$ cat src/rtl/cache_fill_fsm.sv
`timescale 1ns/1ps
// cache_fill_fsm
//   Miss-handling state machine behind one L1 cache. When a miss is accepted, the
//   FSM fetches the whole aligned block from main memory one word at a time. It
//   streams each returned word into the cache data array, then writes the tag in
//   the cycle the last word lands. While the fill is in progress, fsm_busy stalls
//   the pipeline.
//
// Ports
//   clk, rst_n         clock; synchronous active-low reset
//   miss_detected      lookup missed (sampled in IDLE only)
//   miss_address       byte address that missed (offset bits ignored)
//   fsm_busy           fill in progress
//   memory_en          issue a word read this cycle
//   memory_address     byte address of the word being issued
//   memory_data_valid  memory returns one word this cycle, in issue order
//   memory_data        returned word
//   write_data_array   write fill_data at fill_address
//   fill_address       byte address of the word being written
//   fill_data          combinational copy of memory_data
//   write_tag_array    one-cycle tag/valid write for the block
module cache_fill_fsm #(
    parameter int ADDR_W = 16,
    parameter int DATA_W = 16,
    parameter int WORDS  = 8
) (
    input  logic              clk,
    input  logic              rst_n,
    input  logic              miss_detected,
    input  logic [ADDR_W-1:0] miss_address,
    output logic              fsm_busy,
    output logic              memory_en,
    output logic [ADDR_W-1:0] memory_address,
    input  logic              memory_data_valid,
    input  logic [DATA_W-1:0] memory_data,
    output logic              write_data_array,
    output logic [ADDR_W-1:0] fill_address,
    output logic [DATA_W-1:0] fill_data,
    output logic              write_tag_array
);

    localparam int CNT_W = $clog2(WORDS) + 1;
    localparam logic [CNT_W-1:0]  FULL_CNT = CNT_W'(WORDS);
    localparam logic [CNT_W-1:0]  LAST_IDX = CNT_W'(WORDS - 1);
    localparam logic [ADDR_W-1:0] OFF_MASK = ADDR_W'(2 * WORDS - 1);

    typedef enum logic {
        IDLE,
        FILL
    } fillState_t;

    fillState_t        state, nextState;
    logic [ADDR_W-1:0] base, nextBase;
    logic [CNT_W-1:0]  issCnt, nextIssCnt;
    logic [CNT_W-1:0]  rcvCnt, nextRcvCnt;

    // State and datapath registers
    always_ff @(posedge clk) begin
        if (!rst_n) begin
            state  <= IDLE;
            base   <= '0;
            issCnt <= '0;
            rcvCnt <= '0;
        end else begin
            state  <= nextState;
            base   <= nextBase;
            issCnt <= nextIssCnt;
            rcvCnt <= nextRcvCnt;
        end
    end

    // Next-state logic. The issue and receive counters advance independently.
    // The fill ends on the final receive, regardless of issue progress.
    always_comb begin
        nextState  = state;
        nextBase   = base;
        nextIssCnt = issCnt;
        nextRcvCnt = rcvCnt;
        unique case (state)
            IDLE: begin
                if (miss_detected) begin
                    nextState  = FILL;
                    nextBase   = miss_address & ~OFF_MASK;
                    nextIssCnt = '0;
                    nextRcvCnt = '0;
                end
            end
            FILL: begin
                if (memory_en) begin
                    nextIssCnt = issCnt + CNT_W'(1);
                end
                if (write_data_array) begin
                    nextRcvCnt = rcvCnt + CNT_W'(1);
                end
                if (write_tag_array) begin
                    nextState = IDLE;
                end
            end
        endcase
    end

    // Output logic. The addresses are held at zero when unused, so no output
    // depends on stale state.
    always_comb begin
        fsm_busy         = 1'b0;
        memory_en        = 1'b0;
        memory_address   = '0;
        write_data_array = 1'b0;
        fill_address     = '0;
        write_tag_array  = 1'b0;
        if (state == FILL) begin
            fsm_busy = 1'b1;
            if (issCnt < FULL_CNT) begin
                memory_en      = 1'b1;
                memory_address = base + ADDR_W'({issCnt, 1'b0});
            end
            if (memory_data_valid && (rcvCnt < FULL_CNT)) begin
                write_data_array = 1'b1;
                fill_address     = base + ADDR_W'({rcvCnt, 1'b0});
                write_tag_array  = (rcvCnt == LAST_IDX);
            end
        end
    end

    assign fill_data = memory_data;

endmodule
$ cat config.mk
export PLATFORM = sky130hd
export DESIGN_NAME = cache_fill_fsm
export DESIGN_NICKNAME = d
export VERILOG_FILES = /design/src/rtl/cache_fill_fsm.sv
export SDC_FILE = /design/constraint.sdc
export NUM_CORES = 1
export LEC_CHECK = 0
export ABC_AREA = 1
export BUFFER_PORTS_ARGS = -buffer_cell sky130_fd_sc_hd__buf_2
export CAP_MARGIN = 30
export CORE_UTILIZATION = 30
export DETAILED_ROUTE_END_ITERATION = 6
export PLACE_DENSITY = 0.68
export SYNTH_ARGS = -nofsm -noshare
export SYNTH_HDL_FRONTEND = slang
export SYNTH_SLANG_ARGS = --single-unit
$ cat constraint.sdc
create_clock -name clk -period 1.5 [get_ports clk]
set_clock_uncertainty 0.2 [all_clocks]
set_input_delay 0.3 -clock clk [delete_from_list [all_inputs] [get_ports clk]]
set_output_delay 0.3 -clock clk [all_outputs]
set_load 0.005 [all_outputs]
Yosys cells after proc, flatten, opt, wreduce, memory -nomap -nowiden
Index checks and enable logic that the tools add are counted.

$add $sub $neg: 4. $lt $le $gt $ge: 2. Eq/ne operators: 4. Muxes and demuxes: 19. Bitwise logic cells: 1. Reduce and logical (&&, ||, !) cells: 4.

Operators with widths (number): $mux 16 (4); $add 16x5->16 (2); $pmux 4 s2 (2); $mux 4 (3); $mux 1 (9); $add 4x1->4 const B (2); $lt 4x4->1 const B (2); $ne 2x2->1 const B (3); $reduce_and 2->1 (3); $eq 4x3->1 const B (1); $pmux 1 s2 (1); $logic_and 1x1->1 (1); $not 1->1 (1).

Register bits after elaboration: 21. Input bits: 36. Word-level logic and storage cells: 38.

Logic depth before layout (Yosys ltp)
Depth after elaboration: 6. Mapped depth: 7. Gate-level depth less buffers: 7.

Least setup slack after synthesis
No wires, ideal clock.

Path type: register to output. Start: register base[4]. End: output port fill_address[10]. Data arrival time: 1.187 ns. Required time: 1.000 ns. Slack: -0.187 ns. Cell stages (with the launch flop): 7. Buffers on the path: 0. Cells stage by stage: dfxtp_1 ha_1 ha_1 nand3_1 nor2_2 nor2_1 nor3_1.

Word-level cells in the longest chain between the ends: 3.

RTL lines: start: declaration (RTL line 53) `logic [ADDR_W-1:0] base, nextBase;`; start signal: assignment (RTL line 66) `base <= nextBase;`; $add 16x5->16 (RTL line 119) `fill_address = base + ADDR_W'({rcvCnt, 1'b0});`; $mux 16 (RTL line 117) `if (memory_data_valid && (rcvCnt < FULL_CNT)) begin`; $mux 16 (RTL line 111) `if (state == FILL) begin`; end: declaration (RTL line 37) `output logic [ADDR_W-1:0] fill_address,`.

Every way passes these cells.

Worst setup path in the final report
Same ends and word-level chain as after synthesis.

==> impl_metrics.tcl <==
set metrics [dict create \
    status "complete, but fails checks" \
    violations "design-rule violations, negative setup slack" \
    cts-htree-levels 1 \
    avgSynthCellArea_sq_um 6.48 \
    fin_area_sq_um 2260 \
    regToRegSetupSlack_ns -0.36 \
    final_common_cell "buf_2" \
    finalSetupViolations 36 \
    worstSetupEndpointType "output pin" \
    ys_warn_count 0 \
    ff2ff_path_depth 13 \
    ir_worst_vdd_mv 0.361 \
    placed_cell_area_sq_um 1740 \
    drtPass1Iterations 7 \
    grt_usage 0.169 \
    power.leakage_nw 0.998 \
    ys_ff_latch 21 \
    min_from "miss_address[12]" \
    num_antenna_cells 0 \
    grt_overflow 0 \
    areaGrowthSynthToFinish_pct 58.0 \
    path_max_fanout 5 \
    met3WireLength_um 156 \
    rsz0062_at_grt "yes" \
    clock_sinks 21 \
    hpwl_um 2950 \
    grt_max_degree 27 \
    wl_met1_um 1890 \
    cp_data_required_time_ns 1.00 \
    antenna_found_initial 0 \
    worst_slack_ns -0.470 \
    ys_types 24 \
    whs_path_depth 3 \
    grt_pass1_wl_um 6780 \
    port_buffers 49 \
    crit_path_start_kind "register" \
    nets 330 \
    yosysSeqAreaShare 0.294 \
    finish.utilization 0.505 \
    hold_class "primary input to register" \
    die-height_um 71.1 \
    crit_type "register to output pin" \
    rr_startpoint "rcvCnt[3]$_SDFFE_PN0P_" \
    cts_hold_buf 0 \
    place.gp.congestion 0.814 \
    wirelength_um 4420 \
    vias_per_cell 4.75 \
    cts_tree "built" \
    cts_buffers 3 \
    fin_cells 341 \
    clk_pin_slew_worst_paths_ns 0.08 \
    met2_wirelength_um 2330 \
    min_period_over_period 1.31 \
    rows 24 \
    final_cell_mix "45 x buf_2, 28 x buf_4, 27 x nand2_1" \
    ant_nets 0 \
    final_hold_viol_count 0 \
    top_layer "met4" \
    first_iter_violations 58 \
    remaining_drc_errors 8 \
    placedCellCount 318 \
    total_power_mw 1.38 \
    slew_violations 0 \
    dieWidth_um 71.1 \
    drive_above_1_share 0.557 \
    hold_end "base[12]$_SDFFE_PN0P_" \
    crit_arrival_ns 1.47 \
    root_buffer "clkbuf_8" \
    fmax_mhz 508 \
    power_density_nw_per_um2 611 \
    vias 1620 \
    cts_max_path_buffers 2 \
    synth_area_sq_um 1430 \
    start_util 0.320 \
    synthCells 221 \
    grt_pass1_vias 1513 \
    cap_violations 0 \
    rr_endpoint "rcvCnt[2]$_SDFFE_PN0P_" \
    core_area_sq_um 4470 \
    fin_crit_ns 1.97 \
    fp.dieArea_sq_um 5050 \
    ios 88 \
    insertion_delay_ns 0.27 \
    wl_per_cell_um 13.0 \
]
flip-flops by register name, summed over array words and instances, names as in the netlist:
register and count:
state 1, rcvCnt 4, base 12, issCnt 4
layout make-up:
cell class | instances | area (sq um)
Fill cell | 423 | 2210
Multi-Input combinational cell | 150 | 970
Timing Repair Buffer | 87 | 611
Sequential cell | 21 | 439
Inverter | 26 | 123
Tap cell | 52 | 65.1
Clock buffer | 3 | 41.3
Timing Repair inverter | 1 | 7.51
Clock inverter | 1 | 5.00
cells by family after synthesis:
family / share of synthesized area
other: 0.00262
adders and majority gates: 0.0350
and+or+nand+nor: 0.316
DFF: 0.294
AOI/OAI and AO/OA: 0.148
buffers and inverters: 0.205
critical path: stages (launching register included):
cell and delay (ns):
dfxtp_2 0.36, ha_4 0.15, ha_4 0.15, nand3_4 0.07, nor2_4 0.15, nor2_2 0.07, nor3_2 0.12, buf_2 0.14
routing by layer:
metal,vias up,global-route usage
met3,5,0.0185
li1,818,-
met4,0,0.0533
met5,-,0
met2,38,0.303
met1,759,0.211
where the power goes:
part,total [mW],switching [mW],leakage [nW],internal [mW]
combinational,0.367,0.195,0.796,0.173
sequential,0.631,0.0386,0.177,0.593
clock,0.382,0.196,0.0255,0.185
total,1.38,0.430,0.998,0.951
Yosys cell counts, drive strengths merged:
cell,instances,share of area
a211oi,1,0.0052
a21oi,21,0.073
buf,25,0.14
conb,1,0.0026
dfxtp,21,0.29
ha,4,0.035
inv,26,0.068
nand2,35,0.097
nand3,11,0.042
nand4,1,0.0044
nor2,52,0.16
nor3,4,0.014
o21a,1,0.0052
o21ai,17,0.059
o22ai,1,0.0044
metrics by stage:
| stage | hold WS [ns] | TNS [ns] | worst slack [ns] |
|---|---|---|---|
| after floorplan | 0.229 | -0.101 | -0.0879 |
| after global routing | 0.123 | -12.76 | -0.564 |
| after detailed placement | 0.280 | -2.16 | -0.248 |
| final | 0.0973 | -10.07 | -0.470 |
| after global placement | 0.283 | -1.66 | -0.240 |
| after CTS | 0.106 | -9.32 | -0.468 |
timing repair:
item / in CTS / in global routing
setup endpoints to repair: 33 / 38
cloned: 1 / 1
endpoints found under the hold margin: 0 / 0
setup buffers: 11 / 7
pin swaps: 17 / 5
gates resized for setup: 76 / 24
how the worst max path moves through the flow:
stage                      startpoint                to  slack [ns]  cells past startpoint
6_report         base[4]$_SDFFE_PN0P_  fill_address[10]       -0.47                      7
5_1_grt          base[4]$_SDFFE_PN0P_  fill_address[10]       -0.56                      7
4_1_cts          base[4]$_SDFFE_PN0P_  fill_address[10]       -0.47                      7
3_5_place_dp   rcvCnt[3]$_SDFFE_PN0P_  fill_address[10]       -0.25                      7
3_3_place_gp   rcvCnt[3]$_SDFFE_PN0P_  fill_address[10]       -0.24                      7
2_1_floorplan  rcvCnt[3]$_SDFFE_PN0P_  fill_address[10]       -0.09                      6
No activity file was read; power rests on OpenSTA's default activity.
